==> src/rtl/riscv_muldiv_unit_if.sv <==
// Request/response bundle between the EX stage and the RV32M multiply/divide unit.
interface riscv_muldiv_unit_if #(
  parameter int unsigned DATA_W = 32,
  parameter int unsigned TAG_W  = 5
);
  logic              start;
  logic              flush;
  logic [2:0]        funct3;
  logic [DATA_W-1:0] op_a;
  logic [DATA_W-1:0] op_b;
  logic [TAG_W-1:0]  tag_in;
  logic              busy;
  logic              done;
  logic [DATA_W-1:0] result;
  logic [TAG_W-1:0]  tag_out;

  modport master (
    output start, flush, funct3, op_a, op_b, tag_in,
    input  busy, done, result, tag_out
  );

  modport slave (
    input  start, flush, funct3, op_a, op_b, tag_in,
    output busy, done, result, tag_out
  );
endinterface

==> src/rtl/riscv_muldiv_unit.sv <==
// Iterative RV32M multiply/divide unit: shift-add multiply, restoring divide,
// one step per cycle on operand magnitudes with sign fix-up in FIN.
// Optional macro MULDIV_FAST_MUL_EN: multiplies skip RUN and use a
// combinational product registered in FIN (divide latency unchanged).
module riscv_muldiv_unit #(
  parameter int unsigned DATA_W = 32,
  parameter int unsigned TAG_W  = 5
) (
  input logic               clk,
  input logic               reset,
  riscv_muldiv_unit_if.slave bus
);

  localparam int unsigned CNT_W = $clog2(DATA_W) + 1;
  localparam logic [DATA_W-1:0] MIN_NEG = {1'b1, {(DATA_W-1){1'b0}}};

  localparam logic [1:0] IDLE = 2'd0;
  localparam logic [1:0] RUN  = 2'd1;
  localparam logic [1:0] FIN  = 2'd2;

  logic [1:0]          state, state_nxt;
  logic [2:0]          f3;
  logic [TAG_W-1:0]    tag;
  logic [DATA_W-1:0]   a_lat;
  logic [DATA_W-1:0]   opnd;
  logic [2*DATA_W-1:0] acc;
  logic [CNT_W-1:0]    cnt;
  logic                neg_q, neg_r, div0, ovf;

  logic                accept;
  logic                in_div, a_sgn, b_sgn, in_a_neg, in_b_neg;
  logic                in_div0, in_ovf, in_skip;
  logic [DATA_W-1:0]   in_mag_a, in_mag_b;

  logic [DATA_W:0]     mul_sum, rem_sh;
  logic [DATA_W-1:0]   rem_sub, rem_new;
  logic                rem_ge;
  logic [2*DATA_W-1:0] acc_step;

  logic [2*DATA_W-1:0] prod_mag, prod;
  logic [DATA_W-1:0]   quo, rem, fin_res;

  // Decode the incoming request: signedness, magnitudes and special divides.
  always_comb begin
    accept   = bus.start & ~bus.flush;
    in_div   = bus.funct3[2];
    a_sgn    = bus.funct3 inside {3'b001, 3'b010, 3'b100, 3'b110};
    b_sgn    = bus.funct3 inside {3'b001, 3'b100, 3'b110};
    in_a_neg = a_sgn & bus.op_a[DATA_W-1];
    in_b_neg = b_sgn & bus.op_b[DATA_W-1];
    in_mag_a = in_a_neg ? -bus.op_a : bus.op_a;
    in_mag_b = in_b_neg ? -bus.op_b : bus.op_b;
    in_div0  = in_div & (bus.op_b == '0);
    in_ovf   = in_div & ~bus.funct3[0] & (bus.op_a == MIN_NEG) & (bus.op_b == '1);
`ifdef MULDIV_FAST_MUL_EN
    in_skip  = in_div0 | in_ovf | ~in_div;
`else
    in_skip  = in_div0 | in_ovf;
`endif
  end

  // State register.
  always_ff @(posedge clk or posedge reset) begin
    if (reset) state <= IDLE;
    else       state <= state_nxt;
  end

  // Next-state logic.
  always_comb begin
    state_nxt = state;
    case (state)
      IDLE: if (accept) state_nxt = in_skip ? FIN : RUN;
      RUN: begin
        if (bus.flush)                          state_nxt = IDLE;
        else if (cnt == CNT_W'(DATA_W - 1))     state_nxt = FIN;
      end
      FIN:     state_nxt = IDLE;
      default: state_nxt = IDLE;
    endcase
  end

  // One iteration: shift-add for multiply, restoring subtract for divide.
  always_comb begin
    mul_sum  = {1'b0, acc[2*DATA_W-1:DATA_W]} + (acc[0] ? {1'b0, opnd} : '0);
    rem_sh   = {acc[2*DATA_W-1:DATA_W], acc[DATA_W-1]};
    rem_ge   = rem_sh >= {1'b0, opnd};
    rem_sub  = DATA_W'(rem_sh - {1'b0, opnd});
    rem_new  = rem_ge ? rem_sub : rem_sh[DATA_W-1:0];
    acc_step = f3[2] ? {rem_new, acc[DATA_W-2:0], rem_ge}
                     : {mul_sum, acc[DATA_W-1:1]};
  end

  // Sign correction and result select for FIN.
  always_comb begin
`ifdef MULDIV_FAST_MUL_EN
    prod_mag = {{DATA_W{1'b0}}, opnd} * {{DATA_W{1'b0}}, acc[DATA_W-1:0]};
`else
    prod_mag = acc;
`endif
    prod = neg_q ? -prod_mag : prod_mag;
    quo  = neg_q ? -acc[DATA_W-1:0] : acc[DATA_W-1:0];
    rem  = neg_r ? -acc[2*DATA_W-1:DATA_W] : acc[2*DATA_W-1:DATA_W];
    case (f3)
      3'b000:                 fin_res = prod[DATA_W-1:0];
      3'b001, 3'b010, 3'b011: fin_res = prod[2*DATA_W-1:DATA_W];
      3'b100, 3'b101:         fin_res = div0 ? '1 : (ovf ? MIN_NEG : quo);
      default:                fin_res = div0 ? a_lat : (ovf ? '0 : rem);
    endcase
  end

  // Operand latch, iteration datapath and registered outputs.
  always_ff @(posedge clk or posedge reset) begin
    if (reset) begin
      f3          <= '0;
      tag         <= '0;
      a_lat       <= '0;
      opnd        <= '0;
      acc         <= '0;
      cnt         <= '0;
      neg_q       <= 1'b0;
      neg_r       <= 1'b0;
      div0        <= 1'b0;
      ovf         <= 1'b0;
      bus.busy    <= 1'b0;
      bus.done    <= 1'b0;
      bus.result  <= '0;
      bus.tag_out <= '0;
    end else begin
      bus.done <= 1'b0;
      case (state)
        IDLE: begin
          if (accept) begin
            f3       <= bus.funct3;
            tag      <= bus.tag_in;
            a_lat    <= bus.op_a;
            opnd     <= in_div ? in_mag_b : in_mag_a;
            acc      <= {{DATA_W{1'b0}}, (in_div ? in_mag_a : in_mag_b)};
            cnt      <= '0;
            neg_q    <= in_a_neg ^ in_b_neg;
            neg_r    <= in_a_neg;
            div0     <= in_div0;
            ovf      <= in_ovf;
            bus.busy <= 1'b1;
          end
        end
        RUN: begin
          if (bus.flush) begin
            bus.busy <= 1'b0;
          end else begin
            acc <= acc_step;
            cnt <= cnt + CNT_W'(1);
          end
        end
        FIN: begin
          bus.busy <= 1'b0;
          if (!bus.flush) begin
            bus.result  <= fin_res;
            bus.tag_out <= tag;
            bus.done    <= 1'b1;
          end
        end
        default: bus.busy <= 1'b0;
      endcase
    end
  end

endmodule

==> src/flat_wrapper.sv <==
// flat-port wrapper written by rule: the top's interface ports become plain ports
module riscv_muldiv_unit_flat 
#(
  parameter int unsigned DATA_W = 32,
  parameter int unsigned TAG_W  = 5
)
  (clk, reset, bus_start, bus_flush, bus_funct3, bus_op_a, bus_op_b, bus_tag_in, bus_busy, bus_done, bus_result, bus_tag_out);
  riscv_muldiv_unit_if #(.DATA_W(DATA_W), .TAG_W(TAG_W)) bus_i ();
  input logic clk;
  input logic reset;
  input wire logic [$bits(bus_i.start)-1:0] bus_start;
  input wire logic [$bits(bus_i.flush)-1:0] bus_flush;
  input wire logic [$bits(bus_i.funct3)-1:0] bus_funct3;
  input wire logic [$bits(bus_i.op_a)-1:0] bus_op_a;
  input wire logic [$bits(bus_i.op_b)-1:0] bus_op_b;
  input wire logic [$bits(bus_i.tag_in)-1:0] bus_tag_in;
  output wire logic [$bits(bus_i.busy)-1:0] bus_busy;
  output wire logic [$bits(bus_i.done)-1:0] bus_done;
  output wire logic [$bits(bus_i.result)-1:0] bus_result;
  output wire logic [$bits(bus_i.tag_out)-1:0] bus_tag_out;
  assign bus_i.start = bus_start;
  assign bus_i.flush = bus_flush;
  assign bus_i.funct3 = bus_funct3;
  assign bus_i.op_a = bus_op_a;
  assign bus_i.op_b = bus_op_b;
  assign bus_i.tag_in = bus_tag_in;
  assign bus_busy = bus_i.busy;
  assign bus_done = bus_i.done;
  assign bus_result = bus_i.result;
  assign bus_tag_out = bus_i.tag_out;
  riscv_muldiv_unit #(.DATA_W(DATA_W), .TAG_W(TAG_W)) u_core (.clk(clk), .reset(reset), .bus(bus_i));
endmodule
==> config.mk <==
export PLATFORM = sky130hd
export DESIGN_NAME = riscv_muldiv_unit_flat
export DESIGN_NICKNAME = d
export VERILOG_FILES = /design/src/rtl/riscv_muldiv_unit_if.sv /design/src/rtl/riscv_muldiv_unit.sv /design/src/flat_wrapper.sv
export SDC_FILE = /design/constraint.sdc
export NUM_CORES = 1
export LEC_CHECK = 0
export ABC_CLOCK_PERIOD_IN_PS = 9290
export BUFFER_PORTS_ARGS = -buffer_cell sky130_fd_sc_hd__buf_2
export CAP_MARGIN = 20
export CORE_MARGIN = 3
export CORE_UTILIZATION = 35
export CTS_CLUSTER_DIAMETER = 80
export DETAILED_ROUTE_END_ITERATION = 10
export PLACE_DENSITY = 0.6
export SKIP_CTS_REPAIR_TIMING = 1
export SLEW_MARGIN = 20
export SYNTH_ARGS = -nofsm -noshare
export SYNTH_HDL_FRONTEND = slang
export SYNTH_SLANG_ARGS = --single-unit
==> constraint.sdc <==
create_clock -name clk -period 9.29 [get_ports clk]
set_clock_uncertainty 0.05 [all_clocks]
set_input_delay 1.858 -clock clk [delete_from_list [all_inputs] [get_ports clk]]
set_output_delay 1.858 -clock clk [all_outputs]
set_load 0.02 [all_outputs]
==> results.md, run 1 <==
* Clock sinks at 187
* Critical Path RT at 9.63 ns
* Period utilization at 47.83%
* TritonCTS Buffers at 17
* Initial DRC Count at 2030
* RSZ-0062 raised after global routing: false
* CTS Buffer Depth at 2
* CP endpoint kind: flop
* Clk_lat worst skew at 0.46 ns
* Largest area contributor in the netlist: dfrtp_1
* Finished layout cell area at 0.01776 mm2
* Outcome: completed
* Wire length on met1 at 27940 um
* Mean Syn Cell Area at 7.672 um2
* EDFF count, synth at 0
* Clock Pin Slew Worst Setup and Hold Paths at 0.08 ns
* Starting density of the core at 35.58%
* Placed cell areas at 0.01718 mm2
* DRC viols at 0
* Chip height at 221.0 um
* Seq/Total Area, Yosys at 28.92%
* Nets at 2268
* Final hold viol count at 0
* H-tree Lvls at 4
* Final Max Slew Viols at 0
* CTS tree: built
* Final core occ at 39.05%
* Vias in the first global route at 15480
* Synth area leaders: dfrtp_1 29%, xnor2_1 7.3%, nand2_1 7.2%
* IO buf count at 114
* Hold worst-path end: u_core.bus.tag_out[1]
* Syn Inst Count at 2109
* Final setup vio count at 0
* Setup ws final at 4.847 ns
* Post-synth top flop: dfrtp_1
* Cell Rows at 78
* Die Footprint at 0.04885 mm2
* Synth top cells by count: 310 x nand2_1, 201 x nor2_1, 187 x dfrtp_1
* Routed wire length per instance at 23.57 um
* Reg-to-reg slack, setup at 5.06 ns
* Hold crit path type: reg2reg
* Cell variety after synth at 74
* Synth Register Bits at 187
* WL met2 at 28610 um
* Share of cells above drive strength 1 at 10.32%
* Peak Freq at 225.1 MHz
* Met3 wire len at 5463 um
* Lkg Pwr at 0.007592 uW
* Pwr/cell area at 274.6 mW/mm2
* Top routing layer used: met4
* Pre-antenna DRT Iters at 9
* Slew at the pin closest to its max-slew limit at 1.243 ns
* Critical path type: in2reg
* Hold Path Origin: u_core.tag[1]
* Largest net degree at the start of global routing at 120
* Number of synthesis warnings at 0
* Max-cap violations at 0
* Minimum clock period at 4.443 ns
* DR vias/cell at 6.076
* Core ar. at 0.04548 mm2
* Grt total ovfl at 0
* RR Startpoint: u_core.acc[14]
* Routability congestion estimate at 0.9896
* CTS root buf: clkbuf_16
* Hold path cells at 2
* Top cell type's share of synthesized area at 28.92%
* Area delta synth->final at 9.759%
* Vias post-DR at 16600
* Initial antenna violation count at 0
* Syn nets at 2257
* Global-route wire length before repair at 97410 um
* Antenna diode count at 0
* RR Endpoint: u_core.bus.result[31]
* Worst-case hold slack at 0.4234 ns
* IO Count at 115
* Reg2Reg Depth at 9
* Ys async rst share at 100.0%
* Startpoint Class: input port
* Dpl hpwl at 48490 um
* Worst IR Drop VDD at 195.7 uV
* Post-Syn Area at 0.01618 mm2
* Fin Setup TNS at 0 ns
* Total wire length at 64380 um
* Worst slack, placed at 4.438 ns
* Total GRT Usage at 25.46%
* Headroom to the max-slew limit at 15.02%
* Die W at 221.0 um
* Routed Antenna Nets at 0
* Arrival @ worst endpoint at 4.78 ns
* Count leader, synth: nand2_1
* Crit path max fanout at 91
[layout make-up]
type / instances / area, um2
inverters: 70 / 270.3
fillers: 4793 / 27720
repair buffers: 146 / 830.8
multi-input cells: 1698 / 10680
clock inverters: 12 / 107.6
well taps: 600 / 750.7
flip-flops and latches: 187 / 4682
clock buffers: 19 / 442.9
[worst max-delay path, cell delays in order]
cell     delay [ns]
buf_2          0.09
buf_4          0.66
mux2i_1        0.21
nor2b_1        0.89
o21ai_0        0.28
xnor2_1        0.27
nor2_1         0.06
a21oi_1        0.16
a21oi_1        0.08
a21oi_1        0.17
[stage by stage]
step,cells,total power [uW]
2_1_floorplan,2109,3232
3_3_place_gp,2700,4041
3_5_place_dp,2700,4070
4_1_cts,2731,4809
5_1_grt,2732,5183
6_report,2732,4876
[logic make-up (layout without fill, tap and decap cells)]
| group | count (synthesis) | count (layout) | synth area share [%] |
|---|---|---|---|
| AO/OA/AOI/OAI | 646 | 646 | 25.74 |
| XOR/XNOR | 200 | 200 | 10.83 |
| adder cells (fa/ha/maj) | 72 | 72 | 5.660 |
| buffers and inverters | 224 | 247 | 5.297 |
| flip-flops | 187 | 187 | 28.92 |
| multiplexers | 52 | 52 | 3.294 |
| AND/OR/NAND/NOR | 728 | 728 | 20.26 |
[sequential cells by signal (all words and copies together), names as in the netlist, 2 cells and up]
signal and flops:
u_core.bus.tag_out 5, u_core.acc 64, u_core.cnt 6, u_core.f3 3, u_core.state 2, u_core.tag 5, u_core.bus.result 32, u_core.opnd 32
u_core.a_lat 32
[layout by cell type (no fill, tap or decap), types with 22 or more instances in the layout]
| master | Yosys | final |
|---|---|---|
| a21oi_1 | 169 | 168 |
| ha_1 | 70 | 70 |
| nand4_1 | 24 | 24 |
| xor2_1 | 65 | 65 |
| a211oi_1 | 35 | 34 |
| inv_1 | 70 | 69 |
| xnor2_1 | 135 | 135 |
| nor2_1 | 201 | 198 |
| nand2_1 | 310 | 310 |
| o211ai_1 | 26 | 26 |
| a221oi_1 | 45 | 45 |
| buf_4 | 0 | 31 |
| o21ai_0 | 172 | 172 |
| nor3_1 | 42 | 42 |
| nand3_1 | 34 | 34 |
| buf_2 | 1 | 114 |
| a21o_1 | 22 | 22 |
| o31ai_1 | 41 | 41 |
| dfrtp_1 | 187 | 185 |
| mux2i_1 | 42 | 42 |
[power by group]
| group | switching (uW) | total [uW] | internal, uW |
|---|---|---|---|
| clock | 373 | 730 | 357 |
| sequential | 370 | 1340 | 968 |
| combinational | 1730 | 2810 | 1070 |
| total | 2480 | 4880 | 2400 |
[metal layers]
layer | up-vias | GRT usage (%)
li1 | 7593 | -
met1 | 8064 | 35.25
met2 | 829 | 40.07
met3 | 114 | 4.816
met4 | 0 | 8.371
met5 | - | 0
[how the worst max path moves through the flow]
stage | startpoint | to | cells past startpoint
floorplan | reset | u_core.a_lat[0] | 1
global placement | bus_funct3[2] | u_core.acc[7] | 10
detailed placement | bus_funct3[2] | u_core.acc[30] | 9
CTS | bus_funct3[2] | u_core.acc[30] | 9
global route | bus_funct3[2] | u_core.acc[3] | 10
finish | bus_funct3[2] | u_core.acc[7] | 10
(Power assumes the default switching activity.)
==> run 2, diff against run 1 <==
--- a/config.mk
+++ b/config.mk
@@ -5,14 +5,14 @@
 export SDC_FILE = /design/constraint.sdc
 export NUM_CORES = 1
 export LEC_CHECK = 0
-export ABC_CLOCK_PERIOD_IN_PS = 9290
+export ABC_CLOCK_PERIOD_IN_PS = 3700
 export BUFFER_PORTS_ARGS = -buffer_cell sky130_fd_sc_hd__buf_2
 export CAP_MARGIN = 20
 export CORE_MARGIN = 3
 export CORE_UTILIZATION = 35
 export CTS_CLUSTER_DIAMETER = 80
 export DETAILED_ROUTE_END_ITERATION = 10
-export PLACE_DENSITY = 0.6
+export PLACE_DENSITY = 0.62
 export SKIP_CTS_REPAIR_TIMING = 1
 export SLEW_MARGIN = 20
 export SYNTH_ARGS = -nofsm -noshare
==> constraint.sdc (replaced) <==
create_clock -name clk -period 3.7 [get_ports clk]
set_clock_uncertainty 0.05 [all_clocks]
set_input_delay 0.74 -clock clk [delete_from_list [all_inputs] [get_ports clk]]
set_output_delay 0.74 -clock clk [all_outputs]
set_load 0.02 [all_outputs]
==> run 2 against run 1 <==
Sequential cell count stayed put; global-route usage grew 0.58 points; sequential power is 120% higher; highest routed layer is now met5; utilization is 1.4 points higher; critical endpoint is now u_core.bus.result[30].
==> results.md, run 2 (synthesis results as in run 1) <==
* Outcome: completed
* Routability congestion estimate at 0.9685
* Headroom to the max-slew limit at 37.65%
* Cell Rows at 78
* Critical path type: reg2reg
* IO buf count at 114
* Final Max Slew Viols at 0
* Final setup vio count at 0
* CTS Buffer Depth at 2
* Worst IR Drop VDD at 377.4 uV
* Total GRT Usage at 26.04%
* Flop pwr share at 22.7%
* Hold crit path type: in2async
* Fin Setup TNS at 0 ns
* Total wire length at 65780 um
* Switch Pwr at 6447 uW
* Peak Freq at 281.8 MHz
* Period utilization at 95.90%
* Core ar. at 0.04548 mm2
* Critical Path RT at 3.95 ns
* IO Count at 115
* Die W at 221.0 um
* Clk_lat worst skew at 0.46 ns
* Share of cells above drive strength 1 at 13.25%
* Arrival @ worst endpoint at 3.80 ns
* Die Footprint at 0.04885 mm2
* Initial DRC Count at 1789
* DR vias/cell at 6.005
* Chip height at 221.0 um
* Logic pwr share at 62.2%
* CTS tree: built
* Clk pwr share at 15.1%
* Max-cap violations at 0
* Crit path max fanout at 9
* Antenna diode count at 0
* Startpoint Class: flop
* Vias in the first global route at 15890
* Final total power at 13100 uW
* Starting density of the core at 35.58%
* Dpl hpwl at 50810 um
* Commonest non-fill, non-tap cell in the layout: nand2_1
* CTS root buf: clkbuf_16
* Initial antenna violation count at 4
* Clock Pin Slew Worst Setup and Hold Paths at 0.08 ns
* Fillers at 4684
* Most frequent cells in the layout: 310 x nand2_1, 199 x nor2_1, 185 x dfrtp_1, 172 x o21ai_0, 168 x a21oi_1
* Lkg Pwr at 0.008006 uW
* Final hold viol count at 0
* Reg with most FFs: u_core.acc
* RSZ-0062 raised after global routing: false
* Routed Antenna Nets at 0
* Internal Power at 6657 uW
* Vias post-DR at 16830
* DRC viols at 0
* Area delta synth->final at 13.77%
* Global-route wire length before repair at 99000 um
* Nets at 2339
* Largest net degree at the start of global routing at 96
* Routed wire length per instance at 23.47 um
* Pwr/cell area at 711.8 mW/mm2
* TritonCTS Buffers at 17
* Minimum clock period at 3.548 ns
* CP endpoint kind: flop
* Number of flip-flops in the largest register at 64
* Slew at the pin closest to its max-slew limit at 0.9318 ns
* Reg2Reg Depth at 8
* Sw Ratio at 49.20%
* Clock sinks at 187
* H-tree Lvls at 4
* Grt total ovfl at 0
* Pre-antenna DRT Iters at 6
-- run 2: changes by cell type in the layout (fill, tap and decap cells not counted), sizes merged --
| cell | previous run | this run |
|---|---|---|
| buf | 146 | 217 |
| bufinv | 0 | 3 |
| clkinvlp | 4 | 2 |
| clkbuf | 19 | 18 |
| clkinv | 3 | 4 |
| inv | 75 | 74 |
-- run 2: area by class of cell --
| class | instances | area (um2) | share of cell area (%) |
|---|---|---|---|
| Clock buffer | 18 | 429.2 | 2.331 |
| Clock inverter | 13 | 165.2 | 0.8972 |
| Inverter | 70 | 266.5 | 1.448 |
| Multi-Input combinational cell | 1698 | 10680 | 58.04 |
| Sequential cell | 187 | 4682 | 25.43 |
| Tap cell | 600 | 750.7 | 4.078 |
| Timing Repair Buffer | 217 | 1431 | 7.775 |
-- run 2: metrics by stage --
stage	setup WS [ns]	utilization [%]	instances	hold WS [ns]	cell area [um2]
after floorplan	0.3853	-	2109	0.3886	16180
after global placement	0.2714	39.15	2772	0.3960	17800
after detailed placement	0.2084	39.15	2772	0.3997	17800
after CTS	0.1934	40.45	2803	0.2194	18400
after global routing	0.06657	40.48	2803	0.2335	18410
final	0.1515	40.48	2803	0.2208	18410
-- run 2: critical path, stage by stage (launching register included) --
cell and delay, ns:
dfrtp_1 0.47, or4_4 0.58, or3_4 0.37, or3_4 0.41
or4b_4 0.65, o21ai_1 0.21, xnor2_1 0.08, a221oi_1 0.47
a211oi_1 0.09
-- run 2: layer usage --
metal	part of all wire [%]	wire, um	global-route usage, %
met3	9.3	6108	6.726
met5	0.10	66	0
met2	44	28650	39.33
met1	43	28050	35.40
met4	4.4	2903	10.82
-- run 2: path summary, 6_finish.rpt --
kind,startpoint,to,slack [ns]
min reg2reg,u_core.tag[0],u_core.bus.tag_out[0],0.41
max in group asynchronous,reset,u_core.opnd[12],2.52
min in group clk,u_core.tag[0],u_core.bus.tag_out[0],0.41
max,u_core.acc[5],u_core.bus.result[30],0.15
max reg2reg,u_core.acc[5],u_core.bus.result[30],0.15
min,reset,u_core.bus.result[20],0.22
-- run 2: power by group through the flow --
stage	Sequential, uW	Combinational [uW]	Clock [uW]
CTS	2940	7970	2010
global placement	2960	7900	0
global route	3000	8800	2080
floorplan	2780	5340	0
finish	2970	8150	1980
detailed placement	2980	7920	0
==> run 3, diff against run 2 <==
--- a/config.mk
+++ b/config.mk
@@ -5,10 +5,10 @@
 export SDC_FILE = /design/constraint.sdc
 export NUM_CORES = 1
 export LEC_CHECK = 0
+export ABC_AREA = 1
 export ABC_CLOCK_PERIOD_IN_PS = 3700
 export BUFFER_PORTS_ARGS = -buffer_cell sky130_fd_sc_hd__buf_2
 export CAP_MARGIN = 20
-export CORE_MARGIN = 3
 export CORE_UTILIZATION = 35
 export CTS_CLUSTER_DIAMETER = 80
 export DETAILED_ROUTE_END_ITERATION = 10
==> run 3 against run 2 <==
Register-to-register slack gained 0.46 ns; synthesized cell count grew 62%; sequential power grew 9.1%; critical endpoint is now u_core.acc[61]; largest power group unchanged.
==> results.md, run 3 <==
* Count leader, synth: nand2_1
* Post-synth top flop: dfrtp_1
* Synth Register Bits at 187
* Pre-antenna DRT Iters at 6
* IO buf count at 114
* Placed cell areas at 0.02110 mm2
* Clk_lat worst skew at 0.50 ns
* Crit path max fanout at 7
* DR vias/cell at 5.534
* Nets at 3643
* Fillers at 6194
* Top cell type's share of synthesized area at 23.91%
* RR Endpoint: u_core.acc[61]
* EDFF count, synth at 0
* Critical Path Max Stage Delay at 0.52 ns
* Lkg Pwr at 0.01145 uW
* Syn Inst Count at 3417
* Commonest non-fill, non-tap cell in the layout: nand2_1
* Outcome: completed
* Number of synthesis warnings at 0
* Vias post-DR at 23550
* Ys async rst share at 100.0%
* Worst IR Drop VDD at 453.7 uV
* Antenna diode count at 0
* Starting density of the core at 35.45%
* Critical path's top delay family: simple AND/OR/NAND/NOR gates
* Peak Freq at 323.9 MHz
* IO Count at 115
* Reg2Reg Depth at 17
* Mean Syn Cell Area at 5.727 um2
* Reg-to-reg slack, setup at 0.61 ns
* Total wire length at 94200 um
* Reg with most FFs: u_core.acc
* Share of cells above drive strength 1 at 7.212%
* Post-Syn Area at 0.01957 mm2
* Number of flip-flops in the largest register at 64
* Cell Rows at 86
* TritonCTS Buffers at 17
* DRC viols at 0
* Global-route wire length before repair at 138900 um
* Chip height at 238.5 um
* Register Area at 0.004682 mm2
* Area delta synth->final at 11.04%
* Most frequent cells in the layout: 1104 x nand2_1, 449 x inv_1, 380 x nor2_1, 348 x nand3_1, 222 x a21oi_1
* Fin Setup TNS at 0 ns
* Routability congestion estimate at 1.076
* Syn nets at 3565
* Cell Count, Final, Fillers Out at 4256
* Hold crit path type: in2async
* Die W at 238.5 um
* Final total power at 15670 uW
* Seq/Total Area, Yosys at 23.91%
* Slew at the pin closest to its max-slew limit at 0.9399 ns
* Slowest cell on the critical path: dfrtp_1
* Final setup vio count at 0
* Critical path type: reg2reg
* Final hold viol count at 0
* Pwr/cell area at 721.3 mW/mm2
* Minimum clock period at 3.088 ns
* Synth top cells by count: 1106 x nand2_1, 451 x inv_1, 384 x nor2_1
* Headroom to the max-slew limit at 37.27%
* CP endpoint kind: flop
* Period utilization at 83.45%
* Routed Antenna Nets at 0
* Cell mode on critical path: nand2_1
* Die Footprint at 0.05686 mm2
* Initial DRC Count at 3079
* Multi-input logic area at 0.01271 mm2
* Vias in the first global route at 21430
* Final Max Slew Viols at 0
* Largest net degree at the start of global routing at 94
* Clock sinks at 187
* Grt total ovfl at 0
* CTS root buf: clkbuf_16
* Dpl hpwl at 76650 um
* RR Startpoint: u_core.acc[32]
* CTS tree: built
* Worst-case hold slack at 0.08347 ns
* Startpoint Class: flop
* Cell variety after synth at 53
* Arrival @ worst endpoint at 3.42 ns
* Core ar. at 0.05520 mm2
* Initial antenna violation count at 2
* Clock Pin Slew Worst Setup and Hold Paths at 0.10 ns
* Total GRT Usage at 33.09%
* Finished layout cell area at 0.02173 mm2
* RSZ-0062 raised after global routing: false
* CP Buf/Inv Count at 3
* H-tree Lvls at 4
* Routed wire length per instance at 22.13 um
* Synth area leaders: dfrtp_1 24%, nand2_1 21%, nand3_1 8.9%
* CP cell instances: ha_1 > inv_1 > fa_1 > inv_1 > nand2_1 > o21ai_0 > nand2_1 > nand2_1 > nand2_1 > nand2_1 > nand2_1 > nand3_1 > nand3_1 > nand2_1 > inv_1 > nand2_1 > nand2_1
* Critical Path RT at 4.03 ns
* CTS Buffer Depth at 2
* Inst Count DP at 4224
* Max-cap violations at 0
* Largest area contributor in the netlist: dfrtp_1
-- run 3: how the worst max path moves through the flow --
| stage | cells after the start | from | end |
|---|---|---|---|
| 2_1_floorplan | 1 | reset | u_core.a_lat[0] |
| 5_1_grt | 17 | u_core.acc[32] | u_core.acc[61] |
| 4_1_cts | 17 | u_core.acc[32] | u_core.acc[61] |
| 6_report | 17 | u_core.acc[32] | u_core.acc[61] |
| 3_3_place_gp | 11 | bus_op_a[0] | u_core.opnd[18] |
| 3_5_place_dp | 11 | bus_op_a[1] | u_core.opnd[18] |
-- run 3: logic make-up (layout without fill, tap and decap cells) --
group,count (synthesis),in the layout,share of synthesized area (%)
AOI/OAI and AO/OA,551,551,15.49
adders and majority gates,72,72,4.680
buffers and inverters,572,663,11.25
and+or+nand+nor,1978,1978,42.13
DFF,187,187,23.91
xor gates and xnor gates,57,57,2.551
-- run 3: area by class of cell --
cell class | count | area share, %
Multi-Input combinational cell | 2658 | 58.49
Tap cell | 748 | 4.307
Inverter | 458 | 7.929
Clock buffer | 17 | 1.958
Clock inverter | 15 | 0.9328
Timing Repair Buffer | 173 | 4.837
Sequential cell | 187 | 21.55
-- run 3: metal layers --
metal / global-route usage, % / vias up / share of wire (%)
met1: 44.70 / 10900 / 41
met4: 16.41 / 2 / 5.5
li1: - / 11190 / -
met5: 0 / - / 0.014
met2: 49.21 / 1232 / 42
met3: 7.693 / 231 / 11
-- run 3: worst reg2reg max path: stages, from the launching register on --
cell and delay (ns):
dfrtp_1 0.52, ha_1 0.37, inv_1 0.10, fa_1 0.41
inv_1 0.11, nand2_1 0.07, o21ai_0 0.44, nand2_1 0.13
nand2_1 0.13, nand2_1 0.06, nand2_1 0.13, nand2_1 0.10
nand3_1 0.08, nand3_1 0.08, nand2_1 0.08, inv_1 0.04
nand2_1 0.05, nand2_1 0.04
-- run 3: power breakdown --
part,total [uW],internal (uW),switching [uW]
combinational,10400,2910,7500
sequential,3240,2490,742
clock,2030,935,1090
total,15700,6340,9340
-- run 3: stage by stage --
step / setup WS, ns / util, %
3_3_place_gp: 0.5234 / 38.22
5_1_grt: 0.3859 / 39.36
4_1_cts: 0.6218 / 39.36
2_1_floorplan: 0.5035 / -
6_report: 0.6123 / 39.36
3_5_place_dp: 0.6339 / 38.22
